`config.mk`:
```
export PLATFORM = sky130hd
export DESIGN_NAME = seg7_readback_flat
export DESIGN_NICKNAME = d
export VERILOG_FILES = /design/src/rtl/seg7_pkg.sv /design/src/rtl/seg7_readback_if.sv /design/src/rtl/seg7_digit_filter.sv /design/src/rtl/seg7_readback.sv /design/src/flat_wrapper.sv
export SDC_FILE = /design/constraint.sdc
export NUM_CORES = 1
export LEC_CHECK = 0
export BUFFER_PORTS_ARGS = -buffer_cell sky130_fd_sc_hd__buf_2
export CAP_MARGIN = 20
export CORE_MARGIN = 1
export CORE_UTILIZATION = 30
export CTS_BUF_LIST = sky130_fd_sc_hd__clkbuf_4
export DETAILED_ROUTE_END_ITERATION = 10
export HOLD_SLACK_MARGIN = 0.06
export RECOVER_POWER = 50
export SLEW_MARGIN = 20
export SYNTH_ARGS = -nofsm -noshare
export SYNTH_HDL_FRONTEND = slang
export SYNTH_SLANG_ARGS = --single-unit
```
`constraint.sdc`:
```
create_clock -name clk -period 2.4 [get_ports clk]
set_input_delay 0.6 -clock clk [delete_from_list [all_inputs] [get_ports clk]]
set_output_delay 0.6 -clock clk [all_outputs]
set_load 0.02 [all_outputs]
```
`src/rtl/seg7_pkg.sv`:
```
// Shared seven-segment definitions: active-high glyph table and pattern decoder.
// Segment bit order is g f e d c b a, MSB to LSB.
package seg7_pkg;

  typedef logic [6:0] seg_t;

  typedef struct packed {
    logic       legal;
    logic       blank;
    logic [3:0] nibble;
  } seg_dec_t;

  localparam seg_t SEG_BLANK = 7'h00;

  localparam seg_t SEG_GLYPH [16] = '{
    7'h3F, 7'h06, 7'h5B, 7'h4F, 7'h66, 7'h6D, 7'h7D, 7'h07,
    7'h7F, 7'h6F, 7'h77, 7'h7C, 7'h39, 7'h5E, 7'h79, 7'h71
  };

  // Illegal patterns decode to legal=0, blank=0, nibble=0.
  function automatic seg_dec_t seg7_decode(input seg_t seg);
    seg_dec_t r;
    r = '0;
    if (seg == SEG_BLANK) r.blank = 1'b1;
    for (int i = 0; i < 16; i++) begin
      if (seg == SEG_GLYPH[i]) begin
        r.legal  = 1'b1;
        r.nibble = i[3:0];
      end
    end
    return r;
  endfunction

endpackage

```
`src/rtl/seg7_readback_if.sv`:
```
// Change-event stream of the segment readback block (valid/ready).
interface seg7_readback_if;
  logic       ev_valid;
  logic       ev_ready;
  logic [2:0] ev_idx;
  logic [3:0] ev_val;
  logic       ev_blank;
  logic       ev_illegal;

  modport master (output ev_valid, ev_idx, ev_val, ev_blank, ev_illegal, input ev_ready);
  modport slave  (input ev_valid, ev_idx, ev_val, ev_blank, ev_illegal, output ev_ready);
endinterface

```
`src/rtl/seg7_digit_filter.sv`:
```
// Per-digit glitch filter: a pattern must be seen STABLE_CYCLES times in a row
// before it replaces the committed pattern.
module seg7_digit_filter
  import seg7_pkg::*;
#(
  parameter int STABLE_CYCLES = 4
) (
  input  logic clk,
  input  logic reset_n,
  input  seg_t sample,
  output seg_t committed,
  output logic commit
);

  localparam logic [7:0] CNT_MAX = 8'(STABLE_CYCLES);

  seg_t       last;
  logic [7:0] cnt;

  // Fires on the STABLE_CYCLES-1 -> STABLE_CYCLES step only, so a pattern that
  // re-stabilises to the already committed value stays silent.
  assign commit = (sample == last) && (cnt == CNT_MAX - 8'd1) && (sample != committed);

  always_ff @(posedge clk or negedge reset_n) begin
    if (!reset_n) begin
      last      <= SEG_BLANK;
      cnt       <= '0;
      committed <= SEG_BLANK;
    end else begin
      last <= sample;
      if (sample != last)     cnt <= 8'd1;
      else if (cnt != CNT_MAX) cnt <= cnt + 8'd1;
      if (commit) committed <= sample;
    end
  end

endmodule

```
`src/rtl/seg7_readback.sv`:
```
// Recovers hex nibbles from active-low HEX segment buses and reports every
// committed change on a valid/ready event stream.
//
// state | meaning
// IDLE  | no event presented, waiting for a pending digit
// HOLD  | event register valid, waiting for ev_ready
module seg7_readback
  import seg7_pkg::*;
#(
  parameter int NUM_DIGITS    = 6,
  parameter int STABLE_CYCLES = 4
) (
  input  logic                    clk,
  input  logic                    reset_n,
  input  logic [7*NUM_DIGITS-1:0] hex_in,
  output logic [4*NUM_DIGITS-1:0] digit_val,
  output logic [NUM_DIGITS-1:0]   digit_ok,
  output logic                    err_sticky,
  input  logic                    err_clr,
  seg7_readback_if.master         ev
);

  localparam logic IDLE = 1'b0;
  localparam logic HOLD = 1'b1;

  // Synchroniser resets to all-ones so the first samples read as blank.
  logic [7*NUM_DIGITS-1:0] hex_sync1, hex_sync2;
  seg_t                    sample    [NUM_DIGITS];
  seg_t                    committed [NUM_DIGITS];
  logic [NUM_DIGITS-1:0]   commit;
  logic [NUM_DIGITS-1:0]   pending;
  logic [NUM_DIGITS-1:0]   sel_mask;
  logic [2:0]              sel_idx;
  seg_t                    sel_seg;
  seg_dec_t                sel_dec;
  logic                    ill_commit;
  logic                    load;
  logic                    state;

  logic [2:0] ev_idx_r;
  logic [3:0] ev_val_r;
  logic       ev_blank_r, ev_illegal_r;

  always_ff @(posedge clk or negedge reset_n) begin
    if (!reset_n) begin
      hex_sync1 <= '1;
      hex_sync2 <= '1;
    end else begin
      hex_sync1 <= hex_in;
      hex_sync2 <= hex_sync1;
    end
  end

  for (genvar k = 0; k < NUM_DIGITS; k++) begin : g_digit
    assign sample[k] = ~hex_sync2[7*k +: 7];

    seg7_digit_filter #(.STABLE_CYCLES(STABLE_CYCLES)) u_filter (
      .clk       (clk),
      .reset_n   (reset_n),
      .sample    (sample[k]),
      .committed (committed[k]),
      .commit    (commit[k])
    );
  end

  always_comb begin
    seg_dec_t d;
    seg_dec_t n;
    digit_val  = '0;
    digit_ok   = '0;
    ill_commit = 1'b0;
    for (int k = 0; k < NUM_DIGITS; k++) begin
      d = seg7_decode(committed[k]);
      n = seg7_decode(sample[k]);
      digit_val[4*k +: 4] = d.legal ? d.nibble : 4'h0;
      digit_ok[k]         = d.legal;
      if (commit[k] && !n.legal && !n.blank) ill_commit = 1'b1;
    end
  end

  // Lowest pending index wins; scanning downward leaves the lowest last.
  always_comb begin
    sel_idx  = '0;
    sel_seg  = SEG_BLANK;
    sel_mask = '0;
    for (int k = NUM_DIGITS - 1; k >= 0; k--) begin
      if (pending[k]) begin
        sel_idx     = 3'(k);
        sel_seg     = committed[k];
        sel_mask    = '0;
        sel_mask[k] = 1'b1;
      end
    end
  end

  assign sel_dec = seg7_decode(sel_seg);
  assign load    = (|pending) && ((state == IDLE) || ev.ev_ready);

  always_ff @(posedge clk or negedge reset_n) begin
    if (!reset_n) begin
      pending      <= '0;
      err_sticky   <= 1'b0;
      state        <= IDLE;
      ev_idx_r     <= '0;
      ev_val_r     <= '0;
      ev_blank_r   <= 1'b0;
      ev_illegal_r <= 1'b0;
    end else begin
      // A commit landing on the digit being loaded keeps it pending.
      pending <= (pending & ~(load ? sel_mask : '0)) | commit;

      if (ill_commit)   err_sticky <= 1'b1;
      else if (err_clr) err_sticky <= 1'b0;

      case (state)
        IDLE:    if (load) state <= HOLD;
        HOLD:    if (ev.ev_ready && !load) state <= IDLE;
        default: state <= IDLE;
      endcase

      if (load) begin
        ev_idx_r     <= sel_idx;
        ev_val_r     <= sel_dec.legal ? sel_dec.nibble : 4'h0;
        ev_blank_r   <= sel_dec.blank;
        ev_illegal_r <= !sel_dec.legal && !sel_dec.blank;
      end
    end
  end

  assign ev.ev_valid   = (state == HOLD);
  assign ev.ev_idx     = ev_idx_r;
  assign ev.ev_val     = ev_val_r;
  assign ev.ev_blank   = ev_blank_r;
  assign ev.ev_illegal = ev_illegal_r;

endmodule

```
`src/flat_wrapper.sv`:
```
// flat-port wrapper written by rule: the top's interface ports become plain ports
module seg7_readback_flat import seg7_pkg::*;
#(
  parameter int NUM_DIGITS    = 6,
  parameter int STABLE_CYCLES = 4
)
  (clk, reset_n, hex_in, digit_val, digit_ok, err_sticky, err_clr, ev_ev_valid, ev_ev_idx, ev_ev_val, ev_ev_blank, ev_ev_illegal, ev_ev_ready);
  seg7_readback_if ev_i ();
  input  logic clk;
  input  logic reset_n;
  input  logic [7*NUM_DIGITS-1:0] hex_in;
  output logic [4*NUM_DIGITS-1:0] digit_val;
  output logic [NUM_DIGITS-1:0] digit_ok;
  output logic err_sticky;
  input  logic err_clr;
  output wire logic [$bits(ev_i.ev_valid)-1:0] ev_ev_valid;
  output wire logic [$bits(ev_i.ev_idx)-1:0] ev_ev_idx;
  output wire logic [$bits(ev_i.ev_val)-1:0] ev_ev_val;
  output wire logic [$bits(ev_i.ev_blank)-1:0] ev_ev_blank;
  output wire logic [$bits(ev_i.ev_illegal)-1:0] ev_ev_illegal;
  input wire logic [$bits(ev_i.ev_ready)-1:0] ev_ev_ready;
  assign ev_ev_valid = ev_i.ev_valid;
  assign ev_ev_idx = ev_i.ev_idx;
  assign ev_ev_val = ev_i.ev_val;
  assign ev_ev_blank = ev_i.ev_blank;
  assign ev_ev_illegal = ev_i.ev_illegal;
  assign ev_i.ev_ready = ev_ev_ready;
  seg7_readback #(.NUM_DIGITS(NUM_DIGITS), .STABLE_CYCLES(STABLE_CYCLES)) u_core (.clk(clk), .reset_n(reset_n), .hex_in(hex_in), .digit_val(digit_val), .digit_ok(digit_ok), .err_sticky(err_sticky), .err_clr(err_clr), .ev(ev_i));
endmodule
```
==> impl_metrics.ini <==
[critical_path]
critical_path.slowest_cell = or4b_4
cp_cell_sequence = nand2_1, buf_4, nor2_1, a22oi_1, nor3b_2, or4b_4, buf_6
worst_setup_path_end_kind = primary output
timing.setup.critical_path_class = flip-flop to primary output
cp_data_arrival_time_ns = 2.33
startpoint = u_core.g_digit[3].u_filter.committed[4]$_DFFE_PN0P_
crit-reg2reg-launch = u_core.hex_sync2[40]$_DFF_PN1_
worstSetupStartpointType = flip-flop
cp_max_fo = 4
max_stage_delay_ns = 0.53
crit_required_ns = 1.80

[yosys]
synth_area_um2 = 12300
mappedNetlistNets = 1373
syn_area_cell_um2 = 9.33
post_synth_inst_count = 1315
synth_enable_flop_cells = 0
synth-async-reset-ratio_pct = 100
number_of_synthesized_register_bits = 233
synth-main-ff-cell = dfrtp_1
synthesis_warnings = 0
yosysSeqAreaShare_pct = 48.4
synthDistinctLibCells = 78

[power]
power.share.switching_pct = 25.1
ir_worst_vdd_mv = 0.327
power_switching_mw = 2.20
seq_power_share_pct = 49.4
power_report.internal_total_mw = 6.59
p_leak_nw = 7.12
share_clk_of_total_power_pct = 42.9
cellPowerDensity_nw_per_um2 = 525
power.share.combinational_pct = 7.7

[finish]
filler_cell_count = 3911
area_growth_syn_to_layout_pct = 36.4
regArea_um2 = 5960
drive_above_1_share_pct = 34.3
final_nets = 1686
total_area_of_multi_input_combinational_cells_um2 = 6230
layout_common_cells = buf_4, dfrtp_1, nand2_1
stdcell_area_um2 = 16700
layout.cells.most_common = buf_4

[drt]
total_via_count_after_detailed_routing = 10842
drt_iter0_drc = 643
drt-vias-per-instance = 4.92
wl_per_cell_um = 14.9
postRouteWirelength_um = 32800
route.detailed.drc = 0
drt-pass1-iter-count = 6
antenna_left = 0

[sta]
holdWs_ns = 0.335
rsz_0062_raised_after_global_routing = true
final_setup_violating_endpoints = 30
timing.final.crit_share_pct = 122
slew_headroom_pct = -7.37
final-max-slew-violation-count = 62
timing.final.crit_period_ns = 2.93
clock.fmax_ghz = 0.341
timing.clock.skew_ns = 0.0666
finalHoldViolCount = 0
final.setup.worst_slack_ns = -0.529
tightest_slew_ns = 1.61

[clocking]
cts_max_level = 3
clkLatencyLatePin_ns = 0.71
cts-buffers-inserted = 67
clock_sink_count = 233
cts.path.max_buffers = 3
clk_root_buffer_cell = clkbuf_4
cts_tree = done
clk_pin_slew_ns = 0.06

[floorplanning]
floorplan.die.height_um = 204
core_area_um2 = 40000
std_cell_rows = 73
die_x_um = 204
start_util_pct = 30.7
die-area_um2 = 41700
io_pins = 87

[status]
failed_checks = max-capacitance violations, max-slew violations, negative setup slack
run_status = finished, violations left

[hold_path]
hold_path_startpoint = u_core.hex_sync1[1]$_DFF_PN1_
hp-class = flip-flop to flip-flop

[global_route]
number_of_global_route_vias_before_repair = 10584
number_of_antenna_violations_at_the_first_check_in_global_routing = 2
grt_pass1_wl_um = 53000
grt_use_total_pct = 15.7
grt_overflow_total = 0
pin_count_of_the_biggest_net_entering_global_routing = 62

[placed_design]
dp.final_hpwl_um = 21600
placement.cell_area_um2 = 13900
placement.io_buffers = 86
gp_congestion = 0.875

[flow_run]
cap_violations = 1
cells by family after synthesis:
logic type | synth area share [%]
xor gates and xnor gates | 9.12
and+or+nand+nor | 20.4
adders and majority gates | 1.39
buffers and inverters | 5.75
AOI/OAI and AO/OA | 14.5
DFF | 48.4
muxes | 0.489
power by group through the flow:
stage	registers (mW)	clock network, mW	logic, mW
floorplan	4.38	0	0.330
global placement	4.42	0	0.617
detailed placement	4.42	0	0.627
CTS	4.36	3.96	0.697
global route	4.36	4.18	0.758
finish	4.34	3.78	0.678
metrics by stage:
stage           TNS, ns  cells  power, mW  worst slack (ns)  utilization, %
6_report         -10.22   2203       8.80            -0.529            41.9
5_1_grt          -14.49   2203       9.30            -0.702            41.9
4_1_cts          -11.87   2171       9.01            -0.584            40.8
3_5_place_dp          0   1937       5.05            0.0403            34.6
3_3_place_gp          0   1937       5.04             0.116            34.6
2_1_floorplan  -0.00623   1315       4.71          -0.00623               -
cell usage after synthesis, drive strengths merged (30+ instances only):
cell | number | share of area [%]
a21oi | 40 | 1.6
buf | 30 | 1.4
clkbuf | 74 | 2.3
dfrtp | 149 | 30
dfstp | 84 | 18
inv | 68 | 2.1
nand2 | 131 | 4.0
nand3 | 51 | 2.1
nor2 | 116 | 3.6
nor3 | 41 | 1.7
o21ai | 97 | 4.0
xnor2 | 66 | 4.8
xor2 | 61 | 4.4
worst paths after layout:
path,slack (ns),cells past startpoint,endpoint
worst min register to register,0.34,0,u_core.hex_sync2[1]$_DFF_PN1_
max in group asynchronous,0.30,3,u_core.hex_sync2[28]$_DFF_PN1_
worst max register to register,0.02,9,u_core.err_sticky$_DFFE_PN0P_
min in group asynchronous,0.87,2,u_core.g_digit[0].u_filter.committed[1]$_DFFE_PN0P_
worst max-delay path,-0.53,7,digit_ok[3]
worst min-delay path,0.34,0,u_core.hex_sync2[1]$_DFF_PN1_
sequential cells by signal, indices dropped and copies added, names as in the netlist, 3 cells and up:
signal,cells
u_core.ev.ev_idx,3
u_core.g_digit.u_filter.last,42
u_core.ev.ev_val,4
u_core.hex_sync1,42
u_core.hex_sync2,42
u_core.g_digit.u_filter.cnt,48
u_core.pending,6
u_core.g_digit.u_filter.committed,42
per-layer routing:
layer | share of wire, % | vias to the layer above | global-route usage [%]
li1 | - | 5253 | -
met1 | 45 | 5214 | 20.7
met2 | 47 | 309 | 24.9
met3 | 4.6 | 66 | 2.92
met4 | 2.9 | 0 | 7.30
met5 | 0 | - | 0
layout make-up:
| cell class | count | share of cell area, % |
|---|---|---|
| inverters | 68 | 1.52 |
| clock inverters | 16 | 0.702 |
| multi-input cells | 910 | 37.2 |
| flip-flops and latches | 233 | 35.6 |
| clock buffers | 102 | 4.57 |
| well taps | 525 | 3.92 |
| diodes | 1 | 0.0149 |
| repair buffers | 348 | 16.5 |
what timing repair did:
action,CTS,global route
buffers inserted,75,30
hold endpoints to repair,82,0
gates resized for setup,174,63
pin swaps,48,36
hold buffers,43,0
gates cloned,0,2
endpoints found under the setup margin,30,36
critical path: cells and delay by family (launching register included):
kind / cells / cell delay, ns
flip-flops: 1 / 0.41
buffers and inverters: 2 / 0.26
AO/OA/AOI/OAI: 1 / 0.20
AND/OR/NAND/NOR: 4 / 0.78
(Power assumes the default switching activity.)
